`config.mk`:
```
export PLATFORM = sky130hd
export DESIGN_NAME = sfifo_wr_arbiter
export DESIGN_NICKNAME = d
export VERILOG_FILES = /design/src/rtl/sfifo_arb_pkg.sv /design/src/rtl/sfifo_wr_arbiter_rr_pick.sv /design/src/rtl/sfifo_wr_arbiter.sv
export SDC_FILE = /design/constraint.sdc
export NUM_CORES = 1
export LEC_CHECK = 0
export ABC_CLOCK_PERIOD_IN_PS = 2080
export CAP_MARGIN = 20
export CORE_MARGIN = 2
export CORE_UTILIZATION = 33
export CTS_CLUSTER_DIAMETER = 80
export DETAILED_ROUTE_END_ITERATION = 10
export GPL_ROUTABILITY_DRIVEN = 0
export PLACE_DENSITY = 0.8
export SYNTH_ARGS = -nofsm -noshare
export SYNTH_HDL_FRONTEND = slang
export SYNTH_SLANG_ARGS = --single-unit
```
`constraint.sdc`:
```
create_clock -name i_clk -period 2.08 [get_ports i_clk]
set_input_delay 0.624 -clock i_clk [delete_from_list [all_inputs] [get_ports i_clk]]
set_output_delay 0.624 -clock i_clk [all_outputs]
set_load 0.01 [all_outputs]
```
`src/rtl/sfifo_arb_pkg.sv`:
```
// Shared types and constants for the sfifo write-port arbiter.
// Pure declarations: no logic, no latency.
// Used by sfifo_wr_arbiter and its round-robin picker.
package sfifo_arb_pkg;

    // Two-state arbiter: choosing a source, or streaming the granted one
    typedef enum logic {
        IDLE   = 1'b0,
        LOCKED = 1'b1
    } arb_state_t;

    // Width of the packet counter exposed when statistics are built in
    localparam int PKT_CNT_W = 16;

    // Width of a grant index for nin requesters (never narrower than 1 bit)
    function automatic int rr_search_w(input int nin);
        return (nin <= 2) ? 1 : $clog2(nin);
    endfunction

endpackage

```
`src/rtl/sfifo_wr_arbiter_rr_pick.sv`:
```
// Round-robin picker: first set request bit at or above i_start, wrapping.
// Latency: purely combinational.
// Backpressure: none; the caller decides when the pick is registered.
module rr_pick
    import sfifo_arb_pkg::*;
#(
    parameter int NIN   = 4,
    parameter int LGNIN = rr_search_w(NIN)
) (
    input  logic [NIN-1:0]   i_req,
    input  logic [LGNIN-1:0] i_start,
    output logic [LGNIN-1:0] o_idx,
    output logic             o_found
);

    logic             hi_found;
    logic [LGNIN-1:0] hi_idx;
    logic             lo_found;
    logic [LGNIN-1:0] lo_idx;

    // Wrap search without rotating: the lowest set bit at or above the start
    // wins; if none exists, the search has wrapped and the lowest set bit wins.
    always_comb begin
        hi_found = 1'b0;
        hi_idx   = '0;
        lo_found = 1'b0;
        lo_idx   = '0;
        for (int k = NIN - 1; k >= 0; k--) begin
            if (i_req[k]) begin
                lo_found = 1'b1;
                lo_idx   = LGNIN'(k);
                if (LGNIN'(k) >= i_start) begin
                    hi_found = 1'b1;
                    hi_idx   = LGNIN'(k);
                end
            end
        end
        o_found = lo_found;
        o_idx   = hi_found ? hi_idx : lo_idx;
    end

endmodule

```
`src/rtl/sfifo_wr_arbiter.sv`:
```
// Round-robin arbiter sharing one sfifo write port among NIN valid/ready sources.
// Latency: 1 cycle to arbitrate (IDLE), then one beat per cycle while granted.
// Backpressure: i_full stalls the granted source (o_ready low, o_wr low); state held.
// Optional statistics (o_pkt_count, o_stall) built when SFIFO_WR_ARBITER_STATS_EN is defined.
module sfifo_wr_arbiter
    import sfifo_arb_pkg::*;
#(
    parameter int   NIN        = 4,
    parameter int   BW         = 8,
    parameter logic OPT_PACKET = 1'b1,
    parameter int   LGNIN      = rr_search_w(NIN)
) (
    input  logic              i_clk,
    input  logic              i_reset_n,
    input  logic [NIN-1:0]    i_valid,
    input  logic [NIN*BW-1:0] i_data,
    input  logic [NIN-1:0]    i_last,
    output logic [NIN-1:0]    o_ready,
    output logic              o_wr,
    output logic [BW-1:0]     o_data,
    output logic              o_last,
    input  logic              i_full,
    output logic [NIN-1:0]    o_grant,
    output logic              o_busy
`ifdef SFIFO_WR_ARBITER_STATS_EN
    ,
    output logic [PKT_CNT_W-1:0] o_pkt_count,
    output logic                 o_stall
`endif
);

    arb_state_t       state_q;
    arb_state_t       state_d;
    logic [LGNIN-1:0] grant_q;
    logic [LGNIN-1:0] grant_d;
    logic [LGNIN-1:0] rr_q;
    logic [LGNIN-1:0] rr_d;
    logic [LGNIN-1:0] pick_idx;
    logic             pick_found;
    logic             locked;
    logic             cur_vld;
    logic             cur_last;
    logic [BW-1:0]    cur_dat;
    logic             pkt_end;

    rr_pick #(
        .NIN   (NIN),
        .LGNIN (LGNIN)
    ) u_pick (
        .i_req   (i_valid),
        .i_start (rr_q),
        .o_idx   (pick_idx),
        .o_found (pick_found)
    );

    assign locked = (state_q == LOCKED);

    // Select the granted source's beat and build the one-hot grant
    always_comb begin
        cur_vld  = 1'b0;
        cur_last = 1'b0;
        cur_dat  = '0;
        o_grant  = '0;
        for (int k = 0; k < NIN; k++) begin
            if (grant_q == LGNIN'(k)) begin
                cur_vld  = i_valid[k];
                cur_last = i_last[k];
                cur_dat  = i_data[k*BW +: BW];
                o_grant[k] = locked;
            end
        end
    end

    // Reset input gates the strobes so nothing reaches the FIFO during reset
    assign o_ready = (locked && i_reset_n && !i_full) ? o_grant : '0;
    assign o_wr    = locked && i_reset_n && cur_vld && !i_full;
    assign o_data  = cur_dat;
    assign o_last  = cur_last;
    assign o_busy  = locked;

    // A grant ends on an accepted last beat, or on every beat in beat mode
    assign pkt_end = o_wr && (cur_last || !OPT_PACKET);

    // Next state: pick in IDLE, release and advance the pointer at packet end
    always_comb begin
        state_d = state_q;
        grant_d = grant_q;
        rr_d    = rr_q;
        case (state_q)
            IDLE: begin
                if (pick_found) begin
                    state_d = LOCKED;
                    grant_d = pick_idx;
                end
            end
            LOCKED: begin
                if (pkt_end) begin
                    state_d = IDLE;
                    rr_d    = (grant_q == LGNIN'(NIN - 1)) ? '0 : grant_q + LGNIN'(1);
                end
            end
            default: begin
                state_d = IDLE;
            end
        endcase
    end

    // State, grant and round-robin pointer registers
    always_ff @(posedge i_clk) begin
        if (!i_reset_n) begin
            state_q <= IDLE;
            grant_q <= '0;
            rr_q    <= '0;
        end else begin
            state_q <= state_d;
            grant_q <= grant_d;
            rr_q    <= rr_d;
        end
    end

`ifdef SFIFO_WR_ARBITER_STATS_EN
    logic [PKT_CNT_W-1:0] pkt_cnt_q;

    // Count completed packets (every beat in beat mode); wraps naturally
    always_ff @(posedge i_clk) begin
        if (!i_reset_n) begin
            pkt_cnt_q <= '0;
        end else if (pkt_end) begin
            pkt_cnt_q <= pkt_cnt_q + PKT_CNT_W'(1);
        end
    end

    assign o_pkt_count = pkt_cnt_q;
    assign o_stall     = locked && cur_vld && i_full;
`endif

endmodule

```
## Yosys cells after proc, flatten, opt, wreduce, memory -nomap -nowiden

Cells that the tools add are included.

| word-level totals | value |
|---|---|
| output and inout bits | 19 |
| input bits | 43 |
| word-level logic and storage cells | 67 |
| flip-flop bits (word level) | 5 |

| operators by class | value |
|---|---|
| add/subtract/negate cells | 1 |
| bitwise operators | 1 |
| mux-type cells | 46 |
| equal/unequal tests | 3 |
| reductions and logical operators | 9 |
| order comparisons | 4 |

Operators with widths:

| kind | count |
|---|---|
| $mux W8 | 4 |
| $mux W2 | 14 |
| $mux W1 | 26 |
| $logic_and A1 B1 Y1 | 5 |
| $eq A2 B2 Y1 const B | 2 |
| $ge A1 B2 Y1 const A | 2 |
| $ge A2 B2 Y1 const A | 2 |
| $mux W4 | 1 |
| $reduce_and A2 Y1 | 2 |
| $add A2 B1 Y2 const B | 1 |
| $eq A2 B1 Y1 const B | 1 |
| $logic_not A2 Y1 | 1 |
| $pmux W1 S2 | 1 |
| $logic_not A1 Y1 | 1 |
| $not A1 Y1 | 1 |

## Longest topological paths before layout

| logic depth | value |
|---|---|
| depth in word-level cells | 10 |
| mapped depth | 8 |
| depth with buffers taken out | 6 |

## By module

Synthesis repeated with hierarchy kept, for this count alone.

| second synthesis, totals | value |
|---|---|
| cell total of the unflattened synthesis | 103 |
| area, all modules | 734.5 um^2 |

By module, submodules not included:

| module | area each (um^2) | seq. area each (um^2) | times used | cells an instance |
|---|---|---|---|---|
| sfifo_wr_arbiter | 660.6 | 100.1 | 1 | 89 |
| rr_pick | 73.8 | 0.0 | 1 | 14 |

## Worst setup path before layout

OpenSTA, ideal clock, no wires.

| timing | value |
|---|---|
| path type | reg2out |
| from | register grant_q[1] |
| to | output o_data[0] |
| cell stages (with the launch flop) | 9 |
| required time | 1,456 ps |
| buffers on the path | 2 |
| arrival time | 1,456 ps |
| slack | 0 ps |
| cell sequence | dfxtp_1 > inv_1 > ha_1 > clkbuf_1 > buf_2 > nand2_1 > a21oi_1 > a21oi_1 > o21ai_0 |

| on the way | value |
|---|---|
| word-level cells in the longest chain between the ends | 5 |
| elaborated cells on any way between the ends | 8 |
| classes of those cells | 3 x eq/ne; 4 x mux; 1 x reduce/logical |

RTL lines:

| what | RTL line | RTL |
|---|---|---|
| from (decl) | sfifo_wr_arbiter.sv:34 | `logic [LGNIN-1:0] grant_q;` |
| from (signal assigned) | sfifo_wr_arbiter.sv:116 | `grant_q <= grant_d;` |
| $logic_not A2 Y1 | sfifo_wr_arbiter.sv:65 | `if (grant_q == LGNIN'(k)) begin` |
| $mux W8 (3 in a row) | sfifo_wr_arbiter.sv:65 |  |
| $mux W8 (*) | sfifo_wr_arbiter.sv:65 |  |
| to (decl) | sfifo_wr_arbiter.sv:20 | `output logic [BW-1:0] o_data,` |

Every way passes the cells marked *; elsewhere a longest branch is shown, timed or not.

## Worst setup path in the final report

| timing | value |
|---|---|
| from | register grant_q[1] |
| to | output o_wr |

| on the way | value |
|---|---|
| word-level cells in the longest chain between the ends | 7 |
| elaborated cells on any way between the ends | 10 |
| classes of those cells | 3 x eq/ne; 4 x mux; 3 x reduce/logical |

RTL lines:

| what | RTL line | RTL |
|---|---|---|
| $logic_not A2 Y1 | sfifo_wr_arbiter.sv:65 |  |
| $mux W1 (3 in a row) | sfifo_wr_arbiter.sv:65 |  |
| $mux W1 (*) | sfifo_wr_arbiter.sv:65 |  |
| $logic_and A1 B1 Y1 (*) (2 in a row) | sfifo_wr_arbiter.sv:76 | `assign o_wr = locked && i_reset_n && cur_vld && !i_full;` |
| to (decl) | sfifo_wr_arbiter.sv:19 | `output logic o_wr,` |

Marked as above.

==> metrics <==
crit path max fanout 6; Rows 17; critical path class reg2out; Starting Density 0.3524; Slew Limit Headroom 0.7765; type of the worst min-delay path reg2reg; P_leak 0.0007730 uW; clock slew at reported path FFs 40 ps; flop and latch count out of synthesis 5; clk_lat worst skew 240 ps; full die area 2792 sq um; DRT Wirelength 3.483 mm; Post-Synthesis Cells 118; H-tree Lvls 1; DRC errors left 0; vias in the first global route 1160; Multi-input gate area 770.7 sq um; post-DR vias/cell ~5.1; status complete, but fails checks; Nets ~260; fin crit period 2330 ps; cell area power density 298.6 nW/um^2; Worst Tran Pin Value 332.3 ps; Mapped Area 787.0 sq um; Layout area overhead 128.5%; CTS buffer count 3; setup violators final 10; final core utilization 0.8050; sequential cell area 105.1 sq um; core area 2233 sq um; Port Buffers 61; First-pass DRT Iterations 4; Yosys top cell by area a21oi_1; gr usage total 0.2389; Max VDD drop 0.4412 mV; CTS tree built; CTS Buffer Depth 2; iteration-0 DRC count of the detailed router 17; Synthesized Nets 165; critical path launch point type flop; max cap viols 0; dpl ws -921.5 ps; Inserted Diodes 0; Yosys cell types 28; YS warnings 0; number of flops mapped to enable cells by yosys 0; Crit. End Element output pin; WP data arrival 1710 ps; largest net degree at the start of global routing 20; Chip Height between 50 and 60 microns; Hold Vio Cnt, Final 0; crit share post-route 1.120; DR WL/cell ~15 microns; skew final ~4.4 ps; first-pass GRT wire length 4.981 mm; post-synthesis area per instance 6.670 sq um; Fill cells 150; initial antenna violation count 0; fraction of layout cells with a size suffix above 1 0.4423; failing checks negative setup slack; Die X around 53 microns; RSZ-0062 raised after global routing yes; fmax around 430 MHz; post-synthesis sequential area ratio 0.1272; global route overflow 0; Final Power between 500 and 600 uW; FFs w/ async S/R, synth 0; Post-DP HPWL roughly 2.3 mm; Critical Path RT 1460 ps; share of the synthesized area in the top cell type 0.1272; CTS root buf clkbuf_4; top post-synthesis cells by area a21oi_1, dfxtp_1, nand2_1; max-slew violation count 0; I/O Pins 62; DRT antenna net count 0; post-route setup slack -249.8 ps; Primary FF master, synth dfxtp_1; via count roughly 1200; CTS sink cnt 5
## power by group
group          leakage (uW)  internal, uW  switching (uW)  total, uW
clock             0.0000150          72.5            39.9        112
combinational      0.000716           183             137        320
sequential        0.0000421          99.6            4.85        104
## routing by layer
metal / vias up / wire, microns / GRT usage
li1: 594 / - / -
met1: 551 / 1294 / 0.2292
met2: 55 / 1771 / 0.4813
met3: 4 / 386 / 0.08571
met4: 0 / 30 / 0.03846
met5: - / 0 / 0
## path summary, 6_finish.rpt
| path | startpoint | slack [ps] | endpoint | cells past startpoint |
|---|---|---|---|---|
| hold / removal | rr_q[0] | 480 | rr_q[0] | 2 |
| hold reg to reg | rr_q[0] | 480 | rr_q[0] | 2 |
| setup reg to reg | grant_q[0] | 100 | rr_q[1] | 13 |
| setup / recovery | grant_q[1] | -250 | o_wr | 6 |
## placed cells by master (no fill, tap or decap), types with 3 or more instances in the layout
master | netlist | layout
nand2_1 | 22 | 21
a21oi_2 | 0 | 14
dfxtp_1 | 5 | 3
nand3b_1 | 10 | 10
dlygate4sd2_1 | 0 | 19
mux2i_1 | 3 | 3
o21ai_1 | 0 | 8
buf_4 | 1 | 22
clkdlybuf4s50_1 | 0 | 20
clkbuf_2 | 0 | 4
nor2_1 | 3 | 3
a21oi_1 | 20 | 6
buf_2 | 2 | 10
and2_1 | 10 | 7
ha_4 | 0 | 4
buf_6 | 1 | 11
and2_4 | 0 | 3
clkbuf_4 | 0 | 3
clkdlybuf4s15_1 | 0 | 4
## sequential cells by signal, indices dropped and copies added (netlist names)
name,cells
grant_q,2
o_busy,1
rr_q,2
## Yosys cell counts, types with 3 or more instances
master	number
a21oi_1	20
and2_1	10
clkbuf_1	4
dfxtp_1	5
ha_1	4
inv_1	4
mux2i_1	3
nand2_1	22
nand3b_1	10
nor2_1	3
o21ai_0	11
or2_2	3
## layout make-up
| cell class | instances | area share |
|---|---|---|
| sequential | 5 | 0.05846 |
| timing repair buffer | 94 | 0.4704 |
| clock buffer | 4 | 0.01461 |
| inverter | 4 | 0.008351 |
| tap | 28 | 0.01949 |
| multi-input combinational | 101 | 0.4287 |
## what timing repair did
action / in CTS / in global routing
gates cloned: 1 / 1
setup buffers: 9 / 0
hold buffers: 0 / 0
resized for setup: 140 / 17
pin swaps: 37 / 9
endpoints found under the hold margin: 0 / 0
endpoints found under the setup margin: 19 / 21
## worst max-delay path, cell delays in order (launching register included)
cell and delay, ps:
dfxtp_2 330, buf_4 140, ha_4 180, and2b_2 210, a2111oi_4 310, or2_4 190
buf_6 90
## metrics by stage
step | instances | hold slack [ps] | area (sq um) | setup TNS [ps]
2_1_floorplan | 118 | 451.4 | 787.0 | 0
3_3_place_gp | 221 | 468.6 | 1567 | -9915
3_5_place_dp | 221 | 482.4 | 1567 | -10470
4_1_cts | 235 | 488.8 | 1743 | -1144
5_1_grt | 236 | 514.0 | 1798 | -2179
6_report | 236 | 481.8 | 1798 | -1547
## cell families (layout without fill, tap and decap cells)
logic type                 Yosys count  in the layout  share of synthesized area
AOI/OAI and AO/OA                   38             38                     0.3021
adders and majority gates            4              4                    0.06360
buffers and inverters               12            102                    0.07471
DFF                                  5              5                     0.1272
muxes                                3              3                    0.03816
and+or+nand+nor                     56             56                     0.3943
Power figures use the tool's default switching activity.
